===== src/rtl/branch_target_predictor_pkg.sv =====
`default_nettype none
// ============================================================================
// Module      : branch_target_predictor_pkg
// Description : Shared types, counter encodings and saturating counter
//               helpers for the fetch-stage branch target predictor.
// Contents    : lc3b_word    - 16-bit machine word / PC
//               lc3b_btb_ctr - 2-bit direction counter
//               BTB_SNT/WNT/WT/ST - counter encodings
//               sat_inc/sat_dec   - saturating counter steps
// Revision    : 1.0 - initial release
// ============================================================================
package branch_target_predictor_pkg;

    typedef logic [15:0] lc3b_word;
    typedef logic [1:0]  lc3b_btb_ctr;

    // Counter MSB is the predicted direction: 1x predicts taken.
    localparam lc3b_btb_ctr BTB_SNT = 2'b00;
    localparam lc3b_btb_ctr BTB_WNT = 2'b01;
    localparam lc3b_btb_ctr BTB_WT  = 2'b10;
    localparam lc3b_btb_ctr BTB_ST  = 2'b11;

    function automatic lc3b_btb_ctr sat_inc(input lc3b_btb_ctr ctr);
        return (ctr == BTB_ST) ? BTB_ST : ctr + 2'b01;
    endfunction

    function automatic lc3b_btb_ctr sat_dec(input lc3b_btb_ctr ctr);
        return (ctr == BTB_SNT) ? BTB_SNT : ctr - 2'b01;
    endfunction

endpackage
`default_nettype wire


===== src/rtl/branch_target_predictor_btb_array.sv =====
`default_nettype none
// ============================================================================
// Module      : branch_target_predictor_btb_array
// Description : Storage for the direct-mapped BTB: per-entry valid bit, tag,
//               target and 2-bit direction counter. Pure storage, no policy.
//               A combinational read path serves the fetch lookup, a second
//               combinational read path exposes the entry being trained, and
//               a single synchronous write port replaces a whole entry.
// Ports       : clk, rst_n        - clock, synchronous active-low reset
//               i_fetch_idx  -> o_fetch_{valid,tag,target,ctr}
//               i_upd_idx    -> o_upd_{valid,tag,target,ctr}
//               i_wr_en, i_wr_idx, i_wr_{tag,target,ctr} - write port
//                                  (a write always marks the entry valid)
// Revision    : 1.0 - initial release
// ============================================================================
module branch_target_predictor_btb_array
    import branch_target_predictor_pkg::*;
#(
    parameter int ENTRIES  = 8,
    parameter int TAG_BITS = 12
) (
    input  logic                        clk,
    input  logic                        rst_n,
    input  logic [$clog2(ENTRIES)-1:0]  i_fetch_idx,
    output logic                        o_fetch_valid,
    output logic [TAG_BITS-1:0]         o_fetch_tag,
    output lc3b_word                    o_fetch_target,
    output lc3b_btb_ctr                 o_fetch_ctr,
    input  logic [$clog2(ENTRIES)-1:0]  i_upd_idx,
    output logic                        o_upd_valid,
    output logic [TAG_BITS-1:0]         o_upd_tag,
    output lc3b_word                    o_upd_target,
    output lc3b_btb_ctr                 o_upd_ctr,
    input  logic                        i_wr_en,
    input  logic [$clog2(ENTRIES)-1:0]  i_wr_idx,
    input  logic [TAG_BITS-1:0]         i_wr_tag,
    input  lc3b_word                    i_wr_target,
    input  lc3b_btb_ctr                 i_wr_ctr
);

    logic [ENTRIES-1:0]  r_valid;
    lc3b_btb_ctr         r_ctr    [ENTRIES];
    logic [TAG_BITS-1:0] r_tag    [ENTRIES];
    lc3b_word            r_target [ENTRIES];

    // Valid and counter carry reset state; writes are dropped while in reset.
    always_ff @(posedge clk) begin
        if (!rst_n) begin
            r_valid <= '0;
            for (int i = 0; i < ENTRIES; i++) begin
                r_ctr[i] <= BTB_WNT;
            end
        end else if (i_wr_en) begin
            r_valid[i_wr_idx] <= 1'b1;
            r_ctr[i_wr_idx]   <= i_wr_ctr;
        end
    end

    // Tag and target are meaningless until valid is set, so they carry no reset.
    always_ff @(posedge clk) begin
        if (rst_n && i_wr_en) begin
            r_tag[i_wr_idx]    <= i_wr_tag;
            r_target[i_wr_idx] <= i_wr_target;
        end
    end

    // Reads observe pre-write contents; no bypass from the write port.
    assign o_fetch_valid  = r_valid[i_fetch_idx];
    assign o_fetch_tag    = r_tag[i_fetch_idx];
    assign o_fetch_target = r_target[i_fetch_idx];
    assign o_fetch_ctr    = r_ctr[i_fetch_idx];

    assign o_upd_valid    = r_valid[i_upd_idx];
    assign o_upd_tag      = r_tag[i_upd_idx];
    assign o_upd_target   = r_target[i_upd_idx];
    assign o_upd_ctr      = r_ctr[i_upd_idx];

endmodule
`default_nettype wire


===== src/rtl/branch_target_predictor.sv =====
`default_nettype none
// ============================================================================
// Module      : branch_target_predictor
// Description : Fetch-stage next-PC predictor. Direct-mapped BTB with one
//               2-bit saturating direction counter per entry. Lookup is
//               combinational; training from write-back is applied on the
//               rising edge and becomes visible the following cycle.
// Ports       : clk, rst_n                - clock, sync active-low reset
//               fetch_pc                  - PC being fetched
//               predict_addr/taken/hit    - lookup results
//               upd_valid/pc/taken/target - resolved control-flow outcome
//               mispredict_cnt            - saturating count of wrong
//                                           stored predictions
// Revision    : 1.0 - initial release
// ============================================================================
module branch_target_predictor
    import branch_target_predictor_pkg::*;
#(
    parameter int ENTRIES = 8
) (
    input  logic        clk,
    input  logic        rst_n,
    input  lc3b_word    fetch_pc,
    output lc3b_word    predict_addr,
    output logic        predict_taken,
    output logic        predict_hit,
    input  logic        upd_valid,
    input  lc3b_word    upd_pc,
    input  logic        upd_taken,
    input  lc3b_word    upd_target,
    output logic [15:0] mispredict_cnt
);

    localparam int IDX_BITS = $clog2(ENTRIES);
    localparam int TAG_BITS = 15 - IDX_BITS;

    logic [IDX_BITS-1:0] w_fetch_idx;
    logic [TAG_BITS-1:0] w_fetch_tag;
    logic [IDX_BITS-1:0] w_upd_idx;
    logic [TAG_BITS-1:0] w_upd_tag;

    logic                w_fetch_valid;
    logic [TAG_BITS-1:0] w_fetch_stored_tag;
    lc3b_word            w_fetch_target;
    lc3b_btb_ctr         w_fetch_ctr;

    logic                w_upd_valid_q;
    logic [TAG_BITS-1:0] w_upd_stored_tag;
    lc3b_word            w_upd_stored_target;
    lc3b_btb_ctr         w_upd_ctr;

    logic                w_upd_hit;
    logic                w_upd_pred_taken;
    logic                w_mispredict;
    logic                w_wr_en;
    lc3b_btb_ctr         w_wr_ctr;
    lc3b_word            w_wr_target;

    logic [15:0]         r_mispredict_cnt;

    // PC bit 0 is always zero for word-aligned fetches.
    logic                w_unused_pc_lsb;
    assign w_unused_pc_lsb = fetch_pc[0] ^ upd_pc[0];

    assign w_fetch_idx = fetch_pc[IDX_BITS:1];
    assign w_fetch_tag = fetch_pc[15:IDX_BITS+1];
    assign w_upd_idx   = upd_pc[IDX_BITS:1];
    assign w_upd_tag   = upd_pc[15:IDX_BITS+1];

    branch_target_predictor_btb_array #(
        .ENTRIES  (ENTRIES),
        .TAG_BITS (TAG_BITS)
    ) u_btb_array (
        .clk            (clk),
        .rst_n          (rst_n),
        .i_fetch_idx    (w_fetch_idx),
        .o_fetch_valid  (w_fetch_valid),
        .o_fetch_tag    (w_fetch_stored_tag),
        .o_fetch_target (w_fetch_target),
        .o_fetch_ctr    (w_fetch_ctr),
        .i_upd_idx      (w_upd_idx),
        .o_upd_valid    (w_upd_valid_q),
        .o_upd_tag      (w_upd_stored_tag),
        .o_upd_target   (w_upd_stored_target),
        .o_upd_ctr      (w_upd_ctr),
        .i_wr_en        (w_wr_en),
        .i_wr_idx       (w_upd_idx),
        .i_wr_tag       (w_upd_tag),
        .i_wr_target    (w_wr_target),
        .i_wr_ctr       (w_wr_ctr)
    );

    // ---------------- Lookup ----------------
    assign predict_hit   = w_fetch_valid && (w_fetch_stored_tag == w_fetch_tag);
    assign predict_taken = predict_hit && w_fetch_ctr[1];
    // Fall-through add wraps naturally in 16 bits.
    assign predict_addr  = predict_taken ? w_fetch_target : (fetch_pc + 16'd2);

    // ---------------- Training ----------------
    assign w_upd_hit        = w_upd_valid_q && (w_upd_stored_tag == w_upd_tag);
    assign w_upd_pred_taken = w_upd_hit && w_upd_ctr[1];

    // upd_valid gates everything so undriven upd_* fields cannot reach state.
    assign w_mispredict = upd_valid && (w_upd_pred_taken != upd_taken);
    assign w_wr_en      = upd_valid && (w_upd_hit || upd_taken);

    // A hit trains the existing counter; a taken miss allocates at weak-taken.
    // A not-taken hit rewrites the stored target unchanged.
    always_comb begin
        w_wr_ctr    = BTB_WT;
        w_wr_target = w_upd_stored_target;
        if (w_upd_hit) begin
            w_wr_ctr = upd_taken ? sat_inc(w_upd_ctr) : sat_dec(w_upd_ctr);
        end
        if (upd_taken) begin
            w_wr_target = upd_target;
        end
    end

    always_ff @(posedge clk) begin
        if (!rst_n) begin
            r_mispredict_cnt <= 16'h0000;
        end else if (w_mispredict && (r_mispredict_cnt != 16'hFFFF)) begin
            r_mispredict_cnt <= r_mispredict_cnt + 16'd1;
        end
    end

    assign mispredict_cnt = r_mispredict_cnt;

endmodule
`default_nettype wire


===== config.mk =====
export PLATFORM = sky130hd
export DESIGN_NAME = branch_target_predictor
export DESIGN_NICKNAME = d
export VERILOG_FILES = /design/src/rtl/branch_target_predictor_pkg.sv /design/src/rtl/branch_target_predictor_btb_array.sv /design/src/rtl/branch_target_predictor.sv
export SDC_FILE = /design/constraint.sdc
export NUM_CORES = 1
export LEC_CHECK = 0
export CAP_MARGIN = 20
export CORE_ASPECT_RATIO = 0.6
export CORE_UTILIZATION = 35
export CTS_BUF_LIST = sky130_fd_sc_hd__clkbuf_2 sky130_fd_sc_hd__clkbuf_4 sky130_fd_sc_hd__clkbuf_8
export CTS_CLUSTER_DIAMETER = 30
export DETAILED_ROUTE_END_ITERATION = 16
export GPL_ROUTABILITY_DRIVEN = 1
export GPL_TIMING_DRIVEN = 0
export SYNTH_ARGS = -nofsm -noshare
export SYNTH_HDL_FRONTEND = slang
export SYNTH_SLANG_ARGS = --single-unit

===== constraint.sdc =====
create_clock -name clk -period 5.34 [get_ports clk]
set_clock_uncertainty 0.15 [all_clocks]
set_input_delay 0.534 -clock clk [delete_from_list [all_inputs] [get_ports clk]]
set_output_delay 0.534 -clock clk [all_outputs]
set_load 0.02 [all_outputs]

==> results of run 1 <==
==> placed cells by master (no fill, tap or decap), types with 12 or more instances in the layout <==
cell type          n
mux2_2            19
clkbuf_1          23
a22oi_1           18
mux2i_1           97
nor2_1            24
mux4_2            56
clkbuf_8          51
dlygate4sd2_1     12
edfxtp_1         240
xor2_1            15
dfxtp_1           24
clkdlybuf4s50_1   69
nand3_1           23
a21oi_1           18
xnor2_1           12
nand2b_1          17
nand2_1           51
o21ai_0           25
nor2_2            17
==> per-stage QoR <==
stage / instance area (um2) / setup WS (ns) / setup TNS (ns) / hold WS, ns / utilization (%)
after floorplan: 12500 / 0.843 / 0 / 0.286 / -
final: 15300 / 0.160 / 0 / 0.339 / 43.6
after detailed placement: 14100 / -1.11 / -13.93 / 0.328 / 40.3
after global placement: 13900 / -1.18 / -53.08 / 0.313 / 39.5
after CTS: 15300 / 0.00459 / 0 / 0.338 / 43.5
after global routing: 15300 / 0.0244 / 0 / 0.363 / 43.6
==> synth_stat cells (all sizes together) (7+ instances only) <==
cell / count
nor3: 10
dfxtp: 24
xnor2: 12
nor4: 21
mux2i: 98
nand2b: 18
nand2: 51
buf: 27
o21ai: 27
mux4: 58
edfxtp: 240
clkbuf: 25
nor2: 42
a22oi: 18
a21oi: 20
and3: 11
inv: 7
o22ai: 7
nand3: 23
xor2: 15
nand4: 10
mux2: 19
==> cell type report <==
cell class | instances | area share [%]
Tap cell | 467 | 3.82
Clock inverter | 33 | 2.28
Inverter | 8 | 0.196
Multi-Input combinational cell | 504 | 29.9
Buffer | 52 | 1.99
Sequential cell | 264 | 50.2
Timing Repair Buffer | 95 | 6.78
Clock buffer | 55 | 4.78
==> cell families (layout without fill, tap and decap cells) <==
logic type               count (synthesis)  after routing
adder cells (fa/ha/maj)                  2              2
AND/OR/NAND/NOR                        206            206
flip-flops                             264            264
AO/OA/AOI/OAI                           94             94
multiplexers                           175            175
XOR/XNOR                                27             27
buffers and inverters                   60            243
==> sequential cells by signal, indices dropped and copies added, names as in the netlist <==
signal and flops:
u_btb_array.r_target 128, u_btb_array.r_tag 96, mispredict_cnt 16, u_btb_array.r_ctr 16, u_btb_array.r_valid 8
==> power by group through the flow <==
stage | combinational (W) | clock [W] | sequential [W]
after global routing | 0.000442 | 0.00229 | 0.00230
after global placement | 0.000398 | 0 | 0.00234
after detailed placement | 0.000407 | 0 | 0.00234
after CTS | 0.000409 | 0.00218 | 0.00229
after floorplan | 0.000233 | 0 | 0.00233
final | 0.000413 | 0.00214 | 0.00229
==> per-layer routing <==
metal | part of all wire (%) | track usage, % | vias up
met5 | 0 | 0 | -
met4 | 2.8 | 6.34 | 0
met3 | 8.1 | 4.55 | 67
met2 | 42 | 26.9 | 354
met1 | 47 | 28.8 | 4091
li1 | - | - | 3588
==> worst register-to-register path, cell delays in order, from the launching register on <==
cell and delay [ns]:
edfxtp_1 0.40, mux4_1 0.50, mux2i_1 0.26, xor2_1 0.19
o21ai_1 0.09, or4_1 0.62, buf_6 0.21, nor3_1 0.30
o21ai_0 0.20, buf_2 0.27, nor2_2 0.75
==> repair_timing <==
item / CTS / global route
hold endpoints to repair: 0 / 0
gates resized for setup: 29 / 7
endpoints found under the setup margin: 18 / 9
buffers inserted: 1 / 0
pin swaps: 1 / 1
==> path summary, 6_finish.rpt <==
path / endpoint / slack (ns) / depth (start not counted)
worst max-delay path: predict_addr[11] / 0.16 / 12
worst min-delay path: u_btb_array.r_valid[0]$_SDFFE_PN0P_ / 0.34 / 2
worst max register to register: u_btb_array.r_tag[1][2]$_DFFE_PP_ / 1.02 / 10
worst min register to register: u_btb_array.r_valid[0]$_SDFFE_PN0P_ / 0.34 / 2
==> impl_metrics.ini, run 1 <==
[routing]
drt-vias-per-instance = 5.48
drt_iter0_markers = 911
drtPass1Iterations = 5
drc = 0
avgRoutedWirePerCell_um = 23.1
wl_mm = 34.2
antenna_left = 0
route.vias.total = 8100

[sta]
hold_viol = 0
tightest_slew_ns = 1.03
grt_setup_unrepaired = false
fin_crit_ns = 5.18
setup_viol = 0
fin_crit_sh_pct = 97.0
maxSlewViolCount = 0
timing.fmax_ghz = 0.193
max_slew_margin_pct = 31.0

[setup_path]
crit_family = buffers and inverters
start_kind = input port
criticalPathCategory = input port to output port
critPathRequiredTime_ns = 4.66
startpoint = fetch_pc[1]
crit_chain = clkdlybuf4s50_1 -> buf_4 -> buf_6 -> nor2_1 -> a221oi_1 -> xor2_1 -> or4_1 -> nor4b_4 -> buf_4 -> nor2_1 -> a21oi_1 -> clkdlybuf4s50_1
cp-end-kind = output port
critPathArrivalTime_ns = 4.50
cp_num_buf_inv = 5
r2r-start = u_btb_array.r_tag[0][0]$_DFFE_PP_
critPathMaxStageDelay_ns = 0.68
cp_max_fo = 10
cpMaxStageDelayCell = or4_1

[clock_network]
clock_sinks = 264
clock_path_buffers = 3
numCtsBuffers = 47
clk_latency_ns = 0.59
cts_hold_buf = 0
cts_tree = done
cts_root_buf = clkbuf_8
ctsHtreeMaxLevel = 2
clk_pin_slew_ns = 0.06

[floorplanning]
die_area_mm2 = 0.0364
io_pins = 86
die_w_um = 246
core_area_mm2 = 0.0351
num_rows = 53
initial_core_util_pct = 35.6
die_h_um = 148

[synth]
yosys.area_share.simple_pct = 8.90
synth_area_per_cell_um2 = 15.1
ys_types = 55
synth_area_mm2 = 0.0125
synth_seq_cells = 264
synth-xor-area-share_pct = 1.90
yosysTopAreaCell = edfxtp_1
syn_inst = 828
synth_top_family_by_area = multiplexers
async_reset_ff_share_pct = 0
synth_ff_type = edfxtp_1
ys_top_cells_by_area = edfxtp_1 58%, mux4_2 10%, mux2i_1 7.9%, dfxtp_1 3.9%, mux2_2 1.7%
synth_edf_count = 240
synth_fa_ha_area_share_pct = 0.201
synth_compound_area_share_pct = 4.86
synth_nets = 882
yosys_warnings = 0
synth_top_area_share_pct = 57.8
ys_seq_area_share_pct = 61.6
synthMuxAreaShare_pct = 20.1

[power_and_ir_drop]
power.leakage_nw = 5.14
vdd_drop_max_mv = 0.217
power.total_w = 0.00484
swShare_pct = 24.0
pwr_density_cell_mw_per_mm2 = 316
comb_power_share_pct = 8.5
internal_power_w = 0.00368
clock_power_share_pct = 44.1
pwr-share-seq_pct = 47.4
p_switching_w = 0.00116

[finish]
diodes = 0
seqCellArea_mm2 = 0.00769
drive_gt1_share_pct = 23.3
multi_input_area_mm2 = 0.00458
syn_to_final_growth_pct = 22.7
nNetsFinal = 1026
fin_cells = 1478
fill_cells = 3084

[placed_design]
hpwl_mm = 23.7
port_buffers = 81
dp.cells = 1388
gp_congestion = 0.874

[global_route]
grt_first_pass_wirelength_mm = 51.5
grt_antenna_before_repair = 0
grt_pass1_vias = 8084
grt_max_degree = 14
grt_overflow = 0
grt_use_total_pct = 19.1

[job]
drv_cap = 0

[run_status]
status = completed

[hold_path]
hold_path_class = flop to flop
hold_start = u_btb_array.r_valid[0]$_SDFFE_PN0P_
No activity file was read; power rests on OpenSTA's default activity.
==> inputs of run 2 (changes only) <==
--- a/config.mk
+++ b/config.mk
@@ -6,6 +6,8 @@
 export NUM_CORES = 1
 export LEC_CHECK = 0
 export CAP_MARGIN = 20
+export CELL_PAD_IN_SITES_DETAIL_PLACEMENT = 0
+export CELL_PAD_IN_SITES_GLOBAL_PLACEMENT = 1
 export CORE_ASPECT_RATIO = 0.6
 export CORE_UTILIZATION = 35
 export CTS_BUF_LIST = sky130_fd_sc_hd__clkbuf_2 sky130_fd_sc_hd__clkbuf_4 sky130_fd_sc_hd__clkbuf_8
@@ -13,6 +15,7 @@
 export DETAILED_ROUTE_END_ITERATION = 16
 export GPL_ROUTABILITY_DRIVEN = 1
 export GPL_TIMING_DRIVEN = 0
+export PLACE_DENSITY_LB_ADDON = 0.1
 export SYNTH_ARGS = -nofsm -noshare
 export SYNTH_HDL_FRONTEND = slang
 export SYNTH_SLANG_ARGS = --single-unit
==> impl_metrics.ini, run 2 (synthesized netlist as in run 1, its figures left out) <==
[setup_path]
start_kind = input port
cp_num_buf_inv = 7
criticalPathCategory = input port to output port
critPathArrivalTime_ns = 4.44
cp-end-kind = output port
critPathRequiredTime_ns = 4.66
crit_chain = clkdlybuf4s50_1 -> buf_6 -> buf_6 -> mux4_2 -> xnor2_1 -> and3_1 -> o21ai_0 -> or4_1 -> nor4b_4 -> buf_4 -> buf_4 -> buf_4 -> a21oi_1 -> clkdlybuf4s50_1
cp_max_fo = 19
r2r_end = u_btb_array.r_tag[1][3]$_DFFE_PP_
crit_top_cell = buf_4
crit_end = predict_addr[14]
crit_family = buffers and inverters
r2r-start = u_btb_array.r_tag[3][0]$_DFFE_PP_
reg2reg_depth = 11
startpoint = fetch_pc[2]
ff2ff_setup_slack_ns = 1.16
worst-path-stages = 14
cpMaxStageDelayCell = or4_1
critPathMaxStageDelay_ns = 0.56

[sta]
whs_ns = 0.336
max_slew_margin_pct = 35.0
grt_setup_unrepaired = false
hold_viol = 0
fin_crit_sh_pct = 95.9
fin_crit_ns = 5.12
tightest_slew_ns = 0.975
maxSlewViolCount = 0
setup_viol = 0
timing.fmax_ghz = 0.195

[global_route]
grt_overflow = 0
grt_max_degree = 13
grt_first_pass_wirelength_mm = 52.0
grt_use_total_pct = 19.6
grt_pass1_vias = 7946
grt_antenna_before_repair = 0

[clock_network]
clock_path_buffers = 3
numCtsBuffers = 49
clock_sinks = 264
cts_tree = done
ctsHtreeMaxLevel = 2
cts_root_buf = clkbuf_8
clk_pin_slew_ns = 0.06
clk_latency_ns = 0.58

[finish]
design_area_mm2 = 0.0154
largest-register = u_btb_array.r_target
syn_to_final_growth_pct = 23.1
seqCellArea_mm2 = 0.00769
drive_gt1_share_pct = 23.9
reg_top3 = u_btb_array.r_target: 128 flops, u_btb_array.r_tag: 96 flops
largest_reg_flops = 128
multi_input_area_mm2 = 0.00460
nNetsFinal = 1034
layout_common_cells = 240 x edfxtp_1, 98 x mux2i_1, 73 x clkdlybuf4s50_1, 56 x mux4_2, 51 x clkbuf_8
diodes = 0
final_common_cell = edfxtp_1
fill_cells = 3197

[routing]
drc = 0
drt-vias-per-instance = 5.35
wl_mm = 35.4
drt_iter0_markers = 650
avgRoutedWirePerCell_um = 23.9
antenna_left = 0
route.vias.total = 7924
drtPass1Iterations = 5

[floorplanning]
io_pins = 86
core_area_mm2 = 0.0351
num_rows = 53
die_w_um = 246
die_area_mm2 = 0.0364
initial_core_util_pct = 35.6
die_h_um = 148

[placed_design]
gp_congestion = 0.794
port_buffers = 81
place_area_mm2 = 0.0142
hpwl_mm = 25.1

[power_and_ir_drop]
power.total_w = 0.00481
power.leakage_nw = 5.19
pwr_density_cell_mw_per_mm2 = 313
vdd_drop_max_mv = 0.157

[hold_path]
hold_start = u_btb_array.r_valid[3]$_SDFFE_PN0P_
hold_path_class = flop to flop

[job]
drv_cap = 0

[run_status]
status = completed
-- run 2: cell count changes in the layout (fill, tap and decap cells not counted), sizes merged, moves of 2 or more --
| cell | before | now |
|---|---|---|
| buf | 39 | 46 |
| clkdlybuf4s50 | 69 | 73 |
| clkinv | 21 | 16 |
| clkinvlp | 4 | 6 |
| dlygate4sd2 | 12 | 6 |
| dlymetal6s2s | 0 | 2 |
| inv | 10 | 8 |
-- run 2: metal layers --
metal | vias to the layer above | wire length [um] | GRT usage [%]
met5 | - | 0 | 0
li1 | 3593 | - | -
met4 | 0 | 448 | 4.04
met1 | 4078 | 18000 | 31.2
met2 | 213 | 14900 | 27.5
met3 | 40 | 2120 | 3.50
-- run 2: worst min-delay path, delay by kind of cell (launching register included) --
kind / cells / cell delay [ns]
simple gates: 1 / 0.05
compound gates: 1 / 0.06
flops: 1 / 0.32
-- run 2: through the flow --
step	setup TNS [ns]	setup WS [ns]	instances	utilization, %
global route	0	0.0177	1481	43.8
CTS	0	0.00725	1479	43.6
global placement	-76.66	-1.28	1376	39.5
finish	0	0.219	1481	43.8
detailed placement	-16.87	-1.25	1393	40.4
floorplan	0	0.843	828	-
-- run 2: where the power goes --
part | leakage [nW] | total [W] | internal [W] | switching (W)
registers | 2.38 | 0.00230 | 0.00228 | 0.0000121
clock network | 0.527 | 0.00209 | 0.00122 | 0.000868
logic | 2.28 | 0.000420 | 0.000177 | 0.000244
-- run 2: how the worst min path moves through the flow --
stage | endpoint | slack, ns | cells past startpoint
final | u_btb_array.r_valid[3]$_SDFFE_PN0P_ | 0.34 | 2
after global routing | mispredict_cnt[3]$_SDFFE_PN0P_ | 0.37 | 2
after CTS | u_btb_array.r_valid[3]$_SDFFE_PN0P_ | 0.33 | 2
after detailed placement | u_btb_array.r_valid[3]$_SDFFE_PN0P_ | 0.32 | 2
after global placement | u_btb_array.r_valid[4]$_SDFFE_PN0P_ | 0.32 | 2
after floorplan | u_btb_array.r_valid[6]$_SDFFE_PN0P_ | 0.29 | 2
-- run 2: repair_timing --
| action | in CTS | in global routing |
|---|---|---|
| pin swaps | 1 | 0 |
| setup endpoints to repair | 18 | 12 |
| resized for setup | 25 | 11 |
| hold buffers | 0 | 0 |
| buffers inserted | 1 | 0 |
-- run 2: layout make-up --
type / count / area share, %
well taps: 467 / 3.80
flip-flops and latches: 264 / 50.0
clock inverters: 28 / 1.94
clock buffers: 57 / 4.86
multi-input cells: 504 / 29.9
repair buffers: 102 / 7.32
inverters: 8 / 0.195
plain buffers: 51 / 1.89
